**config.mk**
```make
export PLATFORM = sky130hd
export DESIGN_NAME = mux_lane_sched_flat
export DESIGN_NICKNAME = d
export VERILOG_FILES = /design/src/rtl/mux_lane_sched_if.sv /design/src/rtl/mux_lane_sched.sv /design/src/flat_wrapper.sv
export SDC_FILE = /design/constraint.sdc
export NUM_CORES = 1
export LEC_CHECK = 0
export CELL_PAD_IN_SITES_DETAIL_PLACEMENT = 1
export CELL_PAD_IN_SITES_GLOBAL_PLACEMENT = 1
export CORE_MARGIN = 2
export CORE_UTILIZATION = 31
export CTS_CLUSTER_DIAMETER = 100
export DETAILED_ROUTE_END_ITERATION = 10
export PLACE_DENSITY = 0.75
export SLEW_MARGIN = 25
export SYNTH_ARGS = -nofsm -noshare
export SYNTH_HDL_FRONTEND = slang
export SYNTH_SLANG_ARGS = --single-unit
```
**constraint.sdc**
```tcl
create_clock -name clk -period 1.6 [get_ports clk]
set_clock_uncertainty 0.1 [all_clocks]
set_input_delay 0.4 -clock clk [delete_from_list [all_inputs] [get_ports clk]]
set_output_delay 0.4 -clock clk [all_outputs]
set_load 0.01 [all_outputs]
```
**src/rtl/mux_lane_sched_if.sv**
```systemverilog
`default_nettype none
// ============================================================================
// Module   : mux_lane_sched_if
// Purpose  : Bundle of request, mux-select, mux-result and output-handshake
//            signals between the lane scheduler and its surroundings.
// Revision : 1.0  initial release
// ============================================================================
interface mux_lane_sched_if #(
  parameter int NUM_REQ = 4,
  parameter int SEL_W   = 2,
  parameter int LANE_W  = 2,
  parameter int CNT_W   = 16
);
  logic [NUM_REQ-1:0] req;
  logic [SEL_W-1:0]   sel;
  logic [LANE_W-1:0]  mux_f;
  logic               out_valid;
  logic               out_ready;
  logic [LANE_W-1:0]  out_data;
  logic [SEL_W-1:0]   out_lane;
  logic [NUM_REQ-1:0] ack;
  logic               busy;
  logic [CNT_W-1:0]   xfer_cnt;

  // Scheduler side
  modport master (
    input  req, mux_f, out_ready,
    output sel, out_valid, out_data, out_lane, ack, busy, xfer_cnt
  );

  // Requesters / mux / downstream side
  modport slave (
    output req, mux_f, out_ready,
    input  sel, out_valid, out_data, out_lane, ack, busy, xfer_cnt
  );
endinterface
`default_nettype wire

```
**src/rtl/mux_lane_sched.sv**
```systemverilog
`default_nettype none
// ============================================================================
// Module   : mux_lane_sched
// Purpose  : Round-robin scheduler in front of a registered 4:1 lane mux.
//            Grants one requester, steers the mux select, waits out the mux
//            register latency, presents the captured lane on a valid/ready
//            output and pulses a one-hot ack when the handshake completes.
// Revision : 1.0  initial release
// ============================================================================
module mux_lane_sched #(
  parameter int NUM_REQ = 4,
  parameter int SEL_W   = 2,
  parameter int LANE_W  = 2,
  parameter int CNT_W   = 16
) (
  input  logic                clk,
  input  logic                rst,
  mux_lane_sched_if.master    bus
);

  typedef enum logic [1:0] {
    S_IDLE = 2'd0,
    S_SEL  = 2'd1,
    S_CAP  = 2'd2,
    S_OUT  = 2'd3
  } state_t;

  state_t             state_q;
  logic [SEL_W-1:0]   ptr_q;
  logic [SEL_W-1:0]   sel_q;
  logic               out_valid_q;
  logic [LANE_W-1:0]  out_data_q;
  logic [SEL_W-1:0]   out_lane_q;
  logic [NUM_REQ-1:0] ack_q;
  logic [CNT_W-1:0]   cnt_q;

  logic [NUM_REQ-1:0] eff;
  logic               win_found;
  logic [SEL_W-1:0]   win_idx;
  logic [SEL_W-1:0]   scan_idx;

  // The lane being acked this cycle still shows its request; mask it so it
  // cannot be re-granted before the requester has seen the ack.
  assign eff = bus.req & ~ack_q;

  // Rotating priority search: first eligible lane starting at ptr, wrapping.
  always_comb begin
    win_found = 1'b0;
    win_idx   = ptr_q;
    scan_idx  = ptr_q;
    for (int i = 0; i < NUM_REQ; i++) begin
      scan_idx = ptr_q + SEL_W'(i);
      if (!win_found && eff[scan_idx]) begin
        win_found = 1'b1;
        win_idx   = scan_idx;
      end
    end
  end

  // Transfer sequencer: grant, wait for mux register, capture, handshake.
  always_ff @(posedge clk) begin
    if (rst) begin
      state_q     <= S_IDLE;
      ptr_q       <= '0;
      sel_q       <= '0;
      out_valid_q <= 1'b0;
      out_data_q  <= '0;
      out_lane_q  <= '0;
      ack_q       <= '0;
      cnt_q       <= '0;
    end else begin
      ack_q <= '0;
      case (state_q)
        S_IDLE: begin
          if (win_found) begin
            sel_q      <= win_idx;
            out_lane_q <= win_idx;
            state_q    <= S_SEL;
          end
        end
        S_SEL: begin
          // Mux registers X[sel] at the end of this cycle.
          state_q <= S_CAP;
        end
        S_CAP: begin
          out_data_q  <= bus.mux_f;
          out_valid_q <= 1'b1;
          state_q     <= S_OUT;
        end
        S_OUT: begin
          if (bus.out_ready) begin
            out_valid_q <= 1'b0;
            ack_q       <= NUM_REQ'(1) << out_lane_q;
            ptr_q       <= out_lane_q + SEL_W'(1);
            cnt_q       <= cnt_q + CNT_W'(1);
            state_q     <= S_IDLE;
          end
        end
        default: state_q <= S_IDLE;
      endcase
    end
  end

  assign bus.sel       = sel_q;
  assign bus.out_valid = out_valid_q;
  assign bus.out_data  = out_data_q;
  assign bus.out_lane  = out_lane_q;
  assign bus.ack       = ack_q;
  assign bus.busy      = (state_q != S_IDLE);
  assign bus.xfer_cnt  = cnt_q;

endmodule
`default_nettype wire

```
**src/flat_wrapper.sv**
```systemverilog
// flat-port wrapper written by rule: the top's interface ports become plain ports
module mux_lane_sched_flat 
#(
  parameter int NUM_REQ = 4,
  parameter int SEL_W   = 2,
  parameter int LANE_W  = 2,
  parameter int CNT_W   = 16
)
  (clk, rst, bus_req, bus_mux_f, bus_out_ready, bus_sel, bus_out_valid, bus_out_data, bus_out_lane, bus_ack, bus_busy, bus_xfer_cnt);
  mux_lane_sched_if #(.NUM_REQ(NUM_REQ), .SEL_W(SEL_W), .LANE_W(LANE_W), .CNT_W(CNT_W)) bus_i ();
  input  logic clk;
  input  logic rst;
  input wire logic [$bits(bus_i.req)-1:0] bus_req;
  input wire logic [$bits(bus_i.mux_f)-1:0] bus_mux_f;
  input wire logic [$bits(bus_i.out_ready)-1:0] bus_out_ready;
  output wire logic [$bits(bus_i.sel)-1:0] bus_sel;
  output wire logic [$bits(bus_i.out_valid)-1:0] bus_out_valid;
  output wire logic [$bits(bus_i.out_data)-1:0] bus_out_data;
  output wire logic [$bits(bus_i.out_lane)-1:0] bus_out_lane;
  output wire logic [$bits(bus_i.ack)-1:0] bus_ack;
  output wire logic [$bits(bus_i.busy)-1:0] bus_busy;
  output wire logic [$bits(bus_i.xfer_cnt)-1:0] bus_xfer_cnt;
  assign bus_i.req = bus_req;
  assign bus_i.mux_f = bus_mux_f;
  assign bus_i.out_ready = bus_out_ready;
  assign bus_sel = bus_i.sel;
  assign bus_out_valid = bus_i.out_valid;
  assign bus_out_data = bus_i.out_data;
  assign bus_out_lane = bus_i.out_lane;
  assign bus_ack = bus_i.ack;
  assign bus_busy = bus_i.busy;
  assign bus_xfer_cnt = bus_i.xfer_cnt;
  mux_lane_sched #(.NUM_REQ(NUM_REQ), .SEL_W(SEL_W), .LANE_W(LANE_W), .CNT_W(CNT_W)) u_core (.clk(clk), .rst(rst), .bus(bus_i));
endmodule
```
==> impl_results.md <==
* Worst path max stage delay at 0.41 ns
* Drc violations at 0
* Crit share post-route at 98.11%
* PwrDens at 1068 nW/µm²
* Critical Path Fanout Max at 3
* Fmax at 0.6370 GHz
* Slew at the pin closest to its max-slew limit at 0.3108 ns
* Sequential area share after synthesis at 43.28%
* Combinational share of power at 32.6%
* Tmin final at 1.570 ns
* Crit path max-delay cell type: clkdlybuf4s50_1
* Vias in the first global route at 1359
* Setup crit start kind: input port
* PortBufs at 36
* Clock power frac at 27.7%
* CORE AREA at 4086 µm²
* First-pass GRT wire length at 6499 µm
* Cell taking the most area after synthesis: dfxtp_1
* Worst vdd ir at 569.9 µV
* Die H at 69.78 µm
* Post-DP HPWL at 2732 µm
* Power, Total at 2.200 mW
* Avg WL per Cell at 15.84 µm
* Fin nets at 215
* Sw frac at 31.44%
* Pre-antenna DRT Iters at 4
* Cells after Synth at 147
* Fin. max-slew vios at 0
* Share of post-route cells with drive strength above 1 at 24.75%
* Top cells by count, synth: dfxtp_1 (29), nor2_1 (21), xor2_1 (12)
* #FFs+latches synth at 29
* P_int at 1.509 mW
* Synthesized area per cell at 9.124 µm²
* Grt ovf at 0
* Top cells by area, synth: dfxtp_1 (43%), xor2_1 (7.8%), nor2_1 (5.9%), ha_1 (3.7%), nand4_1 (2.8%)
* Via count at 1280
* Worst-skew pair later-pin latency at 0.28 ns
* Clock Sinks at 29
* Slew margin rel. at 79.21%
* TritonCTS Buffers at 5
* Mapped cell area at 1341 µm²
* CP Capture Type: flop
* Clock Path Buffers at 2
* Setup bufs post-CTS at 0
* Reg clk slew, reported paths at 0.06 ns
* Mapped Nets at 160
* Final setup fails at 0
* Global placement routability congestion at 0.7520
* RSZ-0062 raised after global routing: true
* Largest net degree at the start of global routing at 32
* Distinct cells, synth at 37
* Final instance area at 2059 µm²
* Crit path cell chain: clkdlybuf4s50_1, nor2b_4, o41ai_4, buf_4, nand3b_1, o31ai_1
* Data required time of the critical path at 1.69 ns
* Psw at 691.7 µW
* Status: complete, no violations
* Post-CTS Hold Fix Bufs at 0
* Max_cap viols at 0
* Placed cell area at 1881 µm²
* Number of synthesized flops with an enable pin at 0
* CTS tree: yes
* Synth warnings at 0
* Io pins at 37
* Drt total wl at 3992 µm
* Antenna violations before repair at 0
* Leak pwr at 0.9481 nW
* Primary FF master, synth: dfxtp_1
* Die area at 4869 µm²
* Reg power frac at 39.7%
* H-tree depth at 2
* Initial Utilization at 32.82%
* Root buffer cell: clkbuf_8
* Share of the synthesized area in the top cell type at 43.28%
* GRT Total Usage at 16.72%
* Hold Vio Cnt, Final at 0
* N_diodes at 0
* DRT antenna net count at 0
* Die width at 69.78 µm
* Asr flop ratio synth at 0%
* 1st-iter DRT viols at 26
* DR vias/cell at 5.079
* Layout area overhead at 53.55%
* Rows at 23
* WS Path Type: in -> reg
* Arr. time, crit path at 1.66 ns
* HP Class: reg -> reg
* Most common cell in the netlist: dfxtp_1
[power by group through the flow]
stage,sequential (mW),clock [mW],combinational [mW]
6_report,0.874,0.608,0.718
5_1_grt,0.885,0.654,0.786
4_1_cts,0.853,0.621,0.647
3_5_place_dp,0.864,0,0.660
3_3_place_gp,0.855,0,0.638
2_1_floorplan,0.881,0,0.312
[per-stage QoR]
| stage | utilization (%) | std cells | setup slack, ns | TNS [ns] | hold slack (ns) |
|---|---|---|---|---|---|
| final | 50.40 | 252 | 0.03020 | 0 | 0.3933 |
| after detailed placement | 46.02 | 245 | -0.4377 | -6.004 | 0.3898 |
| after global routing | 50.40 | 252 | -0.03690 | -0.03690 | 0.4337 |
| after global placement | 46.02 | 245 | -0.3703 | -5.131 | 0.3759 |
| after floorplan | - | 147 | 0.01109 | 0 | 0.3690 |
| after CTS | 48.07 | 252 | -0.007227 | -0.007227 | 0.3847 |
[kinds of logic (layout without fill, tap and decap cells)]
| logic type | count (synthesis) | after routing | share of synthesized area (%) |
|---|---|---|---|
| mux | 3 | 3 | 2.239 |
| simple gates | 63 | 63 | 26.21 |
| fa+ha+maj | 5 | 5 | 4.478 |
| compound gates | 20 | 20 | 9.609 |
| buf+inv | 13 | 68 | 5.037 |
| flops | 29 | 29 | 43.28 |
| xor+xnor | 14 | 14 | 9.142 |
[cell usage in the layout (no fill, tap or decap), types with 2 or more instances in the layout]
cell | synthesis | routed
nor4_1 | 2 | 2
a21oi_2 | 0 | 2
buf_4 | 3 | 17
nand2b_1 | 4 | 3
clkdlybuf4s50_1 | 0 | 5
dfxtp_1 | 29 | 25
inv_1 | 5 | 4
clkbuf_8 | 0 | 6
and2_1 | 2 | 2
o21ai_1 | 0 | 2
nand4_1 | 6 | 6
buf_6 | 1 | 2
dlygate4sd2_1 | 0 | 28
dfxtp_4 | 0 | 2
a211oi_1 | 2 | 2
nor2_1 | 21 | 21
xor2_1 | 12 | 12
o21ai_0 | 4 | 2
dfxtp_2 | 0 | 2
nor2b_4 | 0 | 2
nand2_1 | 8 | 8
a21oi_1 | 6 | 4
ha_1 | 4 | 2
and4_1 | 4 | 2
nand3_1 | 2 | 2
nor4b_1 | 2 | 2
mux2i_1 | 3 | 3
nor2b_1 | 5 | 2
xnor2_1 | 2 | 2
dlymetal6s2s_1 | 0 | 2
[per-layer routing]
layer	track usage [%]	wire, µm
met5	0	0
met4	7.692	72
met3	3.779	153
met2	27.83	1989
met1	20.39	1777
[timing repair]
| action | in CTS | in global routing |
|---|---|---|
| pin swaps | 0 | 4 |
| endpoints found under the setup margin | 40 | 9 |
| resized for setup | 44 | 21 |
[area by class of cell]
class | count | area, µm²
inverters | 5 | 18.77
well taps | 50 | 62.56
fillers | 478 | 2027
multi-input cells | 105 | 805.8
clock buffers | 7 | 86.33
flip-flops and latches | 29 | 590.6
repair buffers | 56 | 495.5
[worst paths after layout]
check | from | endpoint | slack (ns) | cells past startpoint
worst max-delay path | bus_req[1] | u_core.bus.sel[1] | 0.03 | 6
worst min-delay path | u_core.bus.out_data[0] | u_core.bus.out_data[0] | 0.39 | 2
worst max register to register | u_core.state_q[0] | u_core.bus.xfer_cnt[15] | 0.08 | 5
worst min register to register | u_core.bus.out_data[0] | u_core.bus.out_data[0] | 0.39 | 2
[worst max-delay path: cells and delay by family]
| kind | cells | cell delay, ns |
|---|---|---|
| buffers and inverters | 2 | 0.59 |
| AOI/OAI and AO/OA | 2 | 0.47 |
| and+or+nand+nor | 2 | 0.21 |
[flip-flops by register name, indices dropped and copies added (netlist names)]
signal,cells
u_core.bus.out_data,2
u_core.state_q,2
u_core.bus.out_valid,1
u_core.ptr_q,2
u_core.bus.sel,2
u_core.bus.xfer_cnt,16
u_core.bus.ack,4
No activity file was read; power rests on OpenSTA's default activity.
